<file path="config.mk">
export PLATFORM = sky130hd
export DESIGN_NAME = stoch_activation_flat
export DESIGN_NICKNAME = d
export VERILOG_FILES = /design/src/rtl/stoch_pkg.sv /design/src/rtl/stoch_activation_if.sv /design/src/rtl/stoch_fsm_cell.sv /design/src/rtl/stoch_activation.sv /design/src/flat_wrapper.sv
export SDC_FILE = /design/constraint.sdc
export NUM_CORES = 1
export LEC_CHECK = 0
export ABC_CLOCK_PERIOD_IN_PS = 2700
export CORE_UTILIZATION = 30
export CTS_CLUSTER_SIZE = 30
export DETAILED_ROUTE_END_ITERATION = 10
export PLACE_DENSITY = 0.52
export SYNTH_ARGS = -nofsm -noshare
export SYNTH_HDL_FRONTEND = slang
export SYNTH_SLANG_ARGS = --single-unit
</file>
<file path="constraint.sdc">
create_clock -name clk -period 2.7 [get_ports clk]
set_input_delay 0.54 -clock clk [delete_from_list [all_inputs] [get_ports clk]]
set_output_delay 0.54 -clock clk [all_outputs]
set_load 0.05 [all_outputs]
</file>
<file path="src/rtl/stoch_pkg.sv">
// Shared types and constants for the stochastic activation unit.
// Latency: n/a (types and constants only).
// Backpressure: n/a.
package stoch_pkg;

  // Activation function selection; 2'b11 behaves as bypass.
  typedef enum logic [1:0] {
    ACT_THRESH = 2'b00,
    ACT_RELU   = 2'b01,
    ACT_BYPASS = 2'b10
  } act_mode_t;

  // Width of the warm-up counter.
  localparam int WARM_W = 16;

endpackage

</file>
<file path="src/rtl/stoch_activation_if.sv">
// Bitstream bus for the activation unit: controls and streams in, streams and valid out.
// Latency: n/a (signal bundle only).
// Backpressure: none; the producer throttles by dropping en.
// Ports: en/clr/mode/x driven by master, y/y_valid driven by slave.
interface stoch_activation_if #(
  parameter int CHANNELS = 1
);
  logic                en;       // advance all FSMs this cycle
  logic                clr;      // synchronous clear, wins over en
  logic [1:0]          mode;     // 00 thresh, 01 relu, 1x bypass
  logic [CHANNELS-1:0] x;        // input bitstreams
  logic [CHANNELS-1:0] y;        // registered output bitstreams
  logic                y_valid;  // FSMs settled

  modport master (output en, clr, mode, x, input y, y_valid);
  modport slave  (input en, clr, mode, x, output y, y_valid);
endinterface

</file>
<file path="src/rtl/stoch_fsm_cell.sv">
// One channel: saturating up/down counter FSM producing a tanh/sigmoid/ReLU bitstream.
// Latency: 1 cycle from x to y (y is computed from the next state and registered).
// Backpressure: none; en low freezes state and output.
// Ports: clk, n_rst, en, clr, mode, x, alt (shared toggle) in; y out.
module stoch_fsm_cell
  import stoch_pkg::*;
#(
  parameter int NSTATES = 8
) (
  input  logic       clk,
  input  logic       n_rst,
  input  logic       en,
  input  logic       clr,
  input  logic [1:0] mode,
  input  logic       x,
  input  logic       alt,
  output logic       y
);

  localparam int                  STATE_W = $clog2(NSTATES);
  localparam logic [STATE_W-1:0]  S_MID   = STATE_W'(NSTATES / 2);
  localparam logic [STATE_W-1:0]  S_TOP   = STATE_W'(NSTATES - 1);

  logic [STATE_W-1:0] state_q, state_next;
  logic               y_next;
  logic               upper;

  always_comb begin
    state_next = state_q;
    if (x) begin
      if (state_q != S_TOP) state_next = state_q + 1'b1;
    end else begin
      if (state_q != '0) state_next = state_q - 1'b1;
    end

    // Decision is taken on the state being entered, not the current one.
    upper = (state_next >= S_MID);

    y_next = x;
    case (mode)
      ACT_THRESH: y_next = upper;
      // Below the midpoint emit an alternating stream, i.e. bipolar zero.
      ACT_RELU:   y_next = upper ? x : alt;
      default:    y_next = x;
    endcase
  end

  always_ff @(posedge clk or negedge n_rst) begin
    if (!n_rst) begin
      state_q <= S_MID;
      y       <= 1'b0;
    end else if (clr) begin
      state_q <= S_MID;
      y       <= 1'b0;
    end else if (en) begin
      state_q <= state_next;
      y       <= y_next;
    end
  end

endmodule

</file>
<file path="src/rtl/stoch_activation.sv">
// Multi-channel stochastic activation: per-channel FSM cells plus shared alt toggle and warm-up.
// Latency: 1 cycle x -> y; y_valid rises on the WARMUP-th enabled edge after reset/clear.
// Backpressure: none; en low holds every register.
// Ports: clk, n_rst plain; bus (slave) carries en, clr, mode, x in and y, y_valid out.
module stoch_activation
  import stoch_pkg::*;
#(
  parameter int CHANNELS = 1,
  parameter int NSTATES  = 8,
  parameter int WARMUP   = 16
) (
  input  logic               clk,
  input  logic               n_rst,
  stoch_activation_if.slave  bus
);

  localparam logic [WARM_W-1:0] WARM_MAX = WARM_W'(WARMUP);

  logic              alt_q, alt_next;
  logic [WARM_W-1:0] warm_q, warm_next;
  logic              valid_q, valid_next;
  logic [CHANNELS-1:0] y_bits;

  always_comb begin
    alt_next   = alt_q;
    warm_next  = warm_q;
    valid_next = valid_q;
    if (bus.en) begin
      alt_next = ~alt_q;
      if (warm_q != WARM_MAX) warm_next = warm_q + 1'b1;
      // Sticky: once reached, valid stays up until clear or reset.
      if (warm_next == WARM_MAX) valid_next = 1'b1;
    end
  end

  always_ff @(posedge clk or negedge n_rst) begin
    if (!n_rst) begin
      alt_q   <= 1'b0;
      warm_q  <= '0;
      valid_q <= 1'b0;
    end else if (bus.clr) begin
      alt_q   <= 1'b0;
      warm_q  <= '0;
      valid_q <= 1'b0;
    end else begin
      alt_q   <= alt_next;
      warm_q  <= warm_next;
      valid_q <= valid_next;
    end
  end

  // Cells see alt before this edge's toggle.
  for (genvar i = 0; i < CHANNELS; i++) begin : g_cell
    stoch_fsm_cell #(.NSTATES(NSTATES)) u_cell (
      .clk   (clk),
      .n_rst (n_rst),
      .en    (bus.en),
      .clr   (bus.clr),
      .mode  (bus.mode),
      .x     (bus.x[i]),
      .alt   (alt_q),
      .y     (y_bits[i])
    );
  end

  assign bus.y       = y_bits;
  assign bus.y_valid = valid_q;

endmodule

</file>
<file path="src/flat_wrapper.sv">
// flat-port wrapper written by rule: the top's interface ports become plain ports
module stoch_activation_flat import stoch_pkg::*;
#(
  parameter int CHANNELS = 1,
  parameter int NSTATES  = 8,
  parameter int WARMUP   = 16
)
  (clk, n_rst, bus_en, bus_clr, bus_mode, bus_x, bus_y, bus_y_valid);
  stoch_activation_if #(.CHANNELS(CHANNELS)) bus_i ();
  input  logic clk;
  input  logic n_rst;
  input wire logic [$bits(bus_i.en)-1:0] bus_en;
  input wire logic [$bits(bus_i.clr)-1:0] bus_clr;
  input wire logic [$bits(bus_i.mode)-1:0] bus_mode;
  input wire logic [$bits(bus_i.x)-1:0] bus_x;
  output wire logic [$bits(bus_i.y)-1:0] bus_y;
  output wire logic [$bits(bus_i.y_valid)-1:0] bus_y_valid;
  assign bus_i.en = bus_en;
  assign bus_i.clr = bus_clr;
  assign bus_i.mode = bus_mode;
  assign bus_i.x = bus_x;
  assign bus_y = bus_i.y;
  assign bus_y_valid = bus_i.y_valid;
  stoch_activation #(.CHANNELS(CHANNELS), .NSTATES(NSTATES), .WARMUP(WARMUP)) u_core (.clk(clk), .n_rst(n_rst), .bus(bus_i));
endmodule
</file>
* Word-level counts from Yosys, hierarchy flattened
Cells that the tools add are included.
Storage, ports and cells: bits in registers 22, output and inout bits 2, logic and storage cells 37
Operators by class: add/sub/neg operators 3, magnitude comparators 1, eq/ne operators 4, muxes and demuxes 18, bitwise logic cells 1, reduce and logical (&&, ||, !) cells 5
Operator list (number):
- $mux 16 | 4
- $add 16x1->16 const B | 1
- $eq 16x5->1 const B | 1
- $ne 16x5->1 const B | 1
- $mux 3 | 5
- $mux 1 | 8
- $reduce_bool 2->1 | 2
- $add 3x1->3 const B | 1
- $ge 3x3->1 const B | 1
- $ne 3x3->1 const B | 1
- $reduce_bool 3->1 | 1
- $sub 3x1->3 const B | 1
- $eq 2x1->1 const B | 1
- $logic_not 2->1 | 1
- $pmux 1 s2 | 1
- $reduce_and 2->1 | 1
- $not 1->1 | 1

* Longest topological paths before layout
depth after elaboration 8, mapped depth 8, gate-level depth less buffers 8

* By module
Synthesis repeated with hierarchy kept, for this count alone.
Unflattened totals: cell total of the unflattened synthesis 176, area total of the unflattened synthesis 1585.3 um^2
By module, submodules not included:
- stoch_activation | times used 1, cells an instance 138, area an instance 1236.2 um^2, sequential area each 450.4 um^2
- stoch_fsm_cell | times used 1, cells an instance 38, area an instance 349.1 um^2, sequential area each 101.3 um^2

* Worst setup path before layout
OpenSTA, ideal clock, no wires.
kind register to register, start point reg u_core.warm_q[9], end point reg u_core.valid_q (netlist: u_core.bus.y_valid), library setup time 0.095 ns, arrival 1.938 ns, data required time 2.605 ns, path slack 0.666 ns, cell stages (with the launch flop) 7, path buffers 1, clock period less this slack 2.034 ns, cell sequence dfrtp_1 > buf_6 > or4_4 > nor4_4 > mux2i_1 > or3_1 > o31ai_1
Between the ends: cells in the longest elaborated chain, start to end 6, elaborated cells between the ends (all ways) 7, classes of those cells add/sub (1); eq/ne (2); mux (2); reduce/logical (2)
RTL lines:
- from (decl) | RTL line stoch_activation.sv:20 | logic [WARM_W-1:0] warm_q, warm_next;
- from (signal assigned) | RTL line stoch_activation.sv:47 | warm_q <= warm_next;
- $add 16x1->16 / $ne 16x5->1 (equally long branches) | RTL line stoch_activation.sv:30 | if (warm_q != WARM_MAX) warm_next = warm_q + 1'b1;
- $mux 16 * | RTL line stoch_activation.sv:30
- $mux 16 * | RTL line stoch_activation.sv:28 | if (bus.en) begin
- $eq 16x5->1 * | RTL line stoch_activation.sv:32 | if (warm_next == WARM_MAX) valid_next = 1'b1;
- $reduce_bool 2->1 (no source line) *
- $reduce_and 2->1 (no source line) *
- to (signal assigned) | RTL line stoch_activation.sv:48 | valid_q <= valid_next;
- to (decl) | RTL line stoch_activation.sv:21 | logic valid_q, valid_next;
Every way passes the cells marked *; elsewhere a longest branch is shown, timed or not. The select of a mux whose other input is x is not followed. A chain may end at the register's enable or synchronous reset.

* Worst setup path in the final report
Same ends and word-level chain as after synthesis.

==> key figures <==
Timing
  • RSZ-0062 raised after global routing: false
  • Rel. slew slack: around 64%
  • Final min period: ~2100 ps
  • Final setup violation count: 0
  • Hold_ws: around 510 ps
  • Slew @ Worst Pin: between 500 and 600 ps
  • Fin Setup TNS: 0 ps
  • Pins Over Slew Limit: 0
  • Setup Skew: roughly 1.4 ps
  • Fmax: approximately 470 MHz
  • Period utilization: between 70% and 80%
  • Final hold violation count: 0

Clocking
  • CTS resizes: 0
  • Buffer levels on the longest clock path: 2
  • Worst-path clk slew: 90 ps
  • TritonCTS clock tree: done
  • Num CTS Buffers: 3
  • Setup bufs post-CTS: 0
  • CTS Sinks: 22
  • H-tree levels: 1
  • CTS root buf: clkbuf_8
  • Skew-Pair Late Insertion Delay: between 200 and 300 ps
  • Hold buffer count at CTS: 0

Finish
  • Share of cells above drive strength 1: between 6 and 7%
  • Fillcell total: between 400 and 500
  • Synth-to-Final Area Change: 13.3%
  • Nets: between 150 and 200
  • Antenna cells: 0

Synth
  • Asr flop ratio synth: 100%
  • Post-Syn Area: 0.00146 sq mm
  • Post-synthesis xor/xnor area fraction: 12.0%
  • Most frequent cell after synthesis: nor2_1
  • Post-Syn Nets: about 180
  • Fraction of the yosys area taken by sequential cells: between 30% and 40%
  • Synth Instances: between 150 and 200
  • Distinct cells, synth: 40
  • Leading area contributor after synthesis: dfrtp_1
  • Mux share of post-synthesis cell area: under 10%
  • Combinational family with the most area after synthesis: simple AND/OR/NAND/NOR gates
  • Post-Syn Area per Cell: just under 9 sq um
  • Compound-Gate Fraction of Synth Area: 7.29%
  • Simple-Gate Fraction of Synth Area: 28.6%
  • Post-synthesis register bit count: 22
  • Synth top area cells: dfrtp_1 (36%), xnor2_1 (6.6%), nor2_1 (5.9%)
  • Synth Warn #: 0
  • Post-synth top area share: between 30% and 40%
  • Post-synth EDFFs: 0
  • Adder-Cell Fraction of Synth Area: ~5.1%
  • Top cells by instance count after synthesis: nor2_1 (23), dfrtp_1 (21), xnor2_1 (11)
  • Top FF cell, synth: dfrtp_1

Critical path
  • CP Max Fanout: 6
  • Crit path DAT: ~2300 ps
  • Startpoint types: flop
  • WP data required: ~2900 ps
  • Crit end category: flop
  • Critical Setup Path Class: flop to flop

Die
  • Io pins: 9
  • Site row count: 25
  • Die Span Y: a little over 70 um
  • Die width: 71.7 um
  • Die Area: ~0.0051 sq mm
  • Initial core utilization: a little under a third
  • Core ar.: between 0.004 and 0.005 sq mm

Power
  • Switching Share: a little under a quarter
  • Reg power frac: a little under half
  • Pwr dens: between 400 and 500 mW/mm^2
  • Leakage: around 0.67 nW
  • Clock network power share: 40.8%
  • Psw: about 0.00018 W
  • Gate power share: a little over an eighth
  • VDD IR max: 0.000163 V
  • Internal power: 0.000584 W

Drt
  • Initial DRC Count: 38
  • DRC viols: 0
  • Antenna Nets Post-Route: 0
  • Avg Vias per Cell: around 5.0
  • Detailed Route WL: ~3000 um
  • Drt pass-1 iters: 4
  • Wire per inst: between 10 and 15 um
  • DR vias: around 1,100

Global route
  • Grt ovf: 0
  • Initial antenna violation count: 0
  • Vias in the first global route: around 1,100
  • Gr usage total: roughly an eighth
  • First-pass GRT wire length: roughly 5300 um
  • Largest net degree at the start of global routing: 23

Job
  • Max_cap viols: 0

Hold path
  • HP Class: flop to flop

Place
  • HPWL reported at the end of detailed placement: approximately 2200 um
  • Number of port buffers: 8
  • GPL Wtd Cong: roughly 0.83

Outcome
  • Status: finished clean
power by group through the flow:
stage | clock network, W | registers, W | logic, W
2_1_floorplan | 0 | 0.000360 | 0.0000618
3_5_place_dp | 0 | 0.000359 | 0.000100
3_3_place_gp | 0 | 0.000357 | 0.0000976
6_report | 0.000311 | 0.000352 | 0.0000995
5_1_grt | 0.000334 | 0.000354 | 0.000115
4_1_cts | 0.000321 | 0.000352 | 0.000101
final timing paths:
path                       cells past startpoint                                             end                           start  slack [ps]
setup / recovery                               5                  u_core.bus.y_valid$_DFFE_PN0P_    u_core.warm_q[9]$_DFFE_PN0P_         570
hold / removal                                 2                  u_core.bus.y_valid$_DFFE_PN0P_  u_core.bus.y_valid$_DFFE_PN0P_         510
setup reg to reg                               5                  u_core.bus.y_valid$_DFFE_PN0P_    u_core.warm_q[9]$_DFFE_PN0P_         570
hold reg to reg                                2                  u_core.bus.y_valid$_DFFE_PN0P_  u_core.bus.y_valid$_DFFE_PN0P_         510
max in group asynchronous                      2  u_core.g_cell[0].u_cell.state_q[2]$_DFFE_PN1P_                           n_rst        1800
min in group asynchronous                      2                    u_core.warm_q[8]$_DFFE_PN0P_                           n_rst         620
logic make-up after synthesis:
kind of cell             after synthesis
flip-flops                            22
XOR/XNOR                              20
AO/OA/AOI/OAI                         17
buffers and inverters                 19
multiplexers                           5
AND/OR/NAND/NOR                       75
adder cells (fa/ha/maj)                6
worst max-delay path: stages (launching register included):
cell,delay [ps]
dfrtp_1,460
or4_4,570
nor4_4,350
mux2i_1,110
or3_1,320
o31ai_1,230
routing by layer:
layer / vias to the layer above / track usage, % / part of all wire (%)
met4: 0 / 4.58 / 0.83
li1: 572 / - / -
met3: 2 / 2.25 / 2.4
met1: 531 / 16.8 / 50
met5: - / 0 / 0
met2: 7 / 22.3 / 47
registers in the layout, summed over array words and instances (netlist names):
signal                        count
u_core.g_cell.u_cell.state_q      3
u_core.alt_q                      1
u_core.warm_q                    16
u_core.g_cell.u_cell.y            1
u_core.bus.y_valid                1
metrics by stage:
stage	utilization, %	worst slack [ps]	instances	power (W)	instance area, sq um
after floorplan	-	666	164	0.000422	1460
after global placement	33.7	607	219	0.000455	1580
after detailed placement	33.7	574	219	0.000459	1580
after CTS	35.2	549	223	0.000774	1650
after global routing	35.2	418	223	0.000803	1650
final	35.2	566	223	0.000763	1650
final cells by class:
type	count	area, sq um	share of cell area [%]
Multi-Input combinational cell	123	826	50.0
Sequential cell	22	552	33.4
Timing Repair Buffer	11	103	6.21
Tap cell	54	67.6	4.09
Clock buffer	3	41.3	2.50
Inverter	9	33.8	2.04
Clock inverter	1	30.0	1.82
placed cells by master (no fill, tap or decap), types with 2 or more instances in the layout:
master            n
nor2_1           23
dfrtp_1          21
xnor2_1          11
inv_1             9
nand4_1           9
nand2_1           9
xor2_1            9
clkdlybuf4s50_1   8
nor3_1            6
ha_1              6
a21oi_1           5
nand2b_1          5
mux2i_1           4
o22ai_1           3
nand3_1           3
o21ai_0           3
clkbuf_8          3
buf_4             3
nor4_1            2
and4_1            2
and3_1            2
or3_1             2
and2_1            2
and4b_1           2
or4_1             2
(Power assumes the default switching activity.)
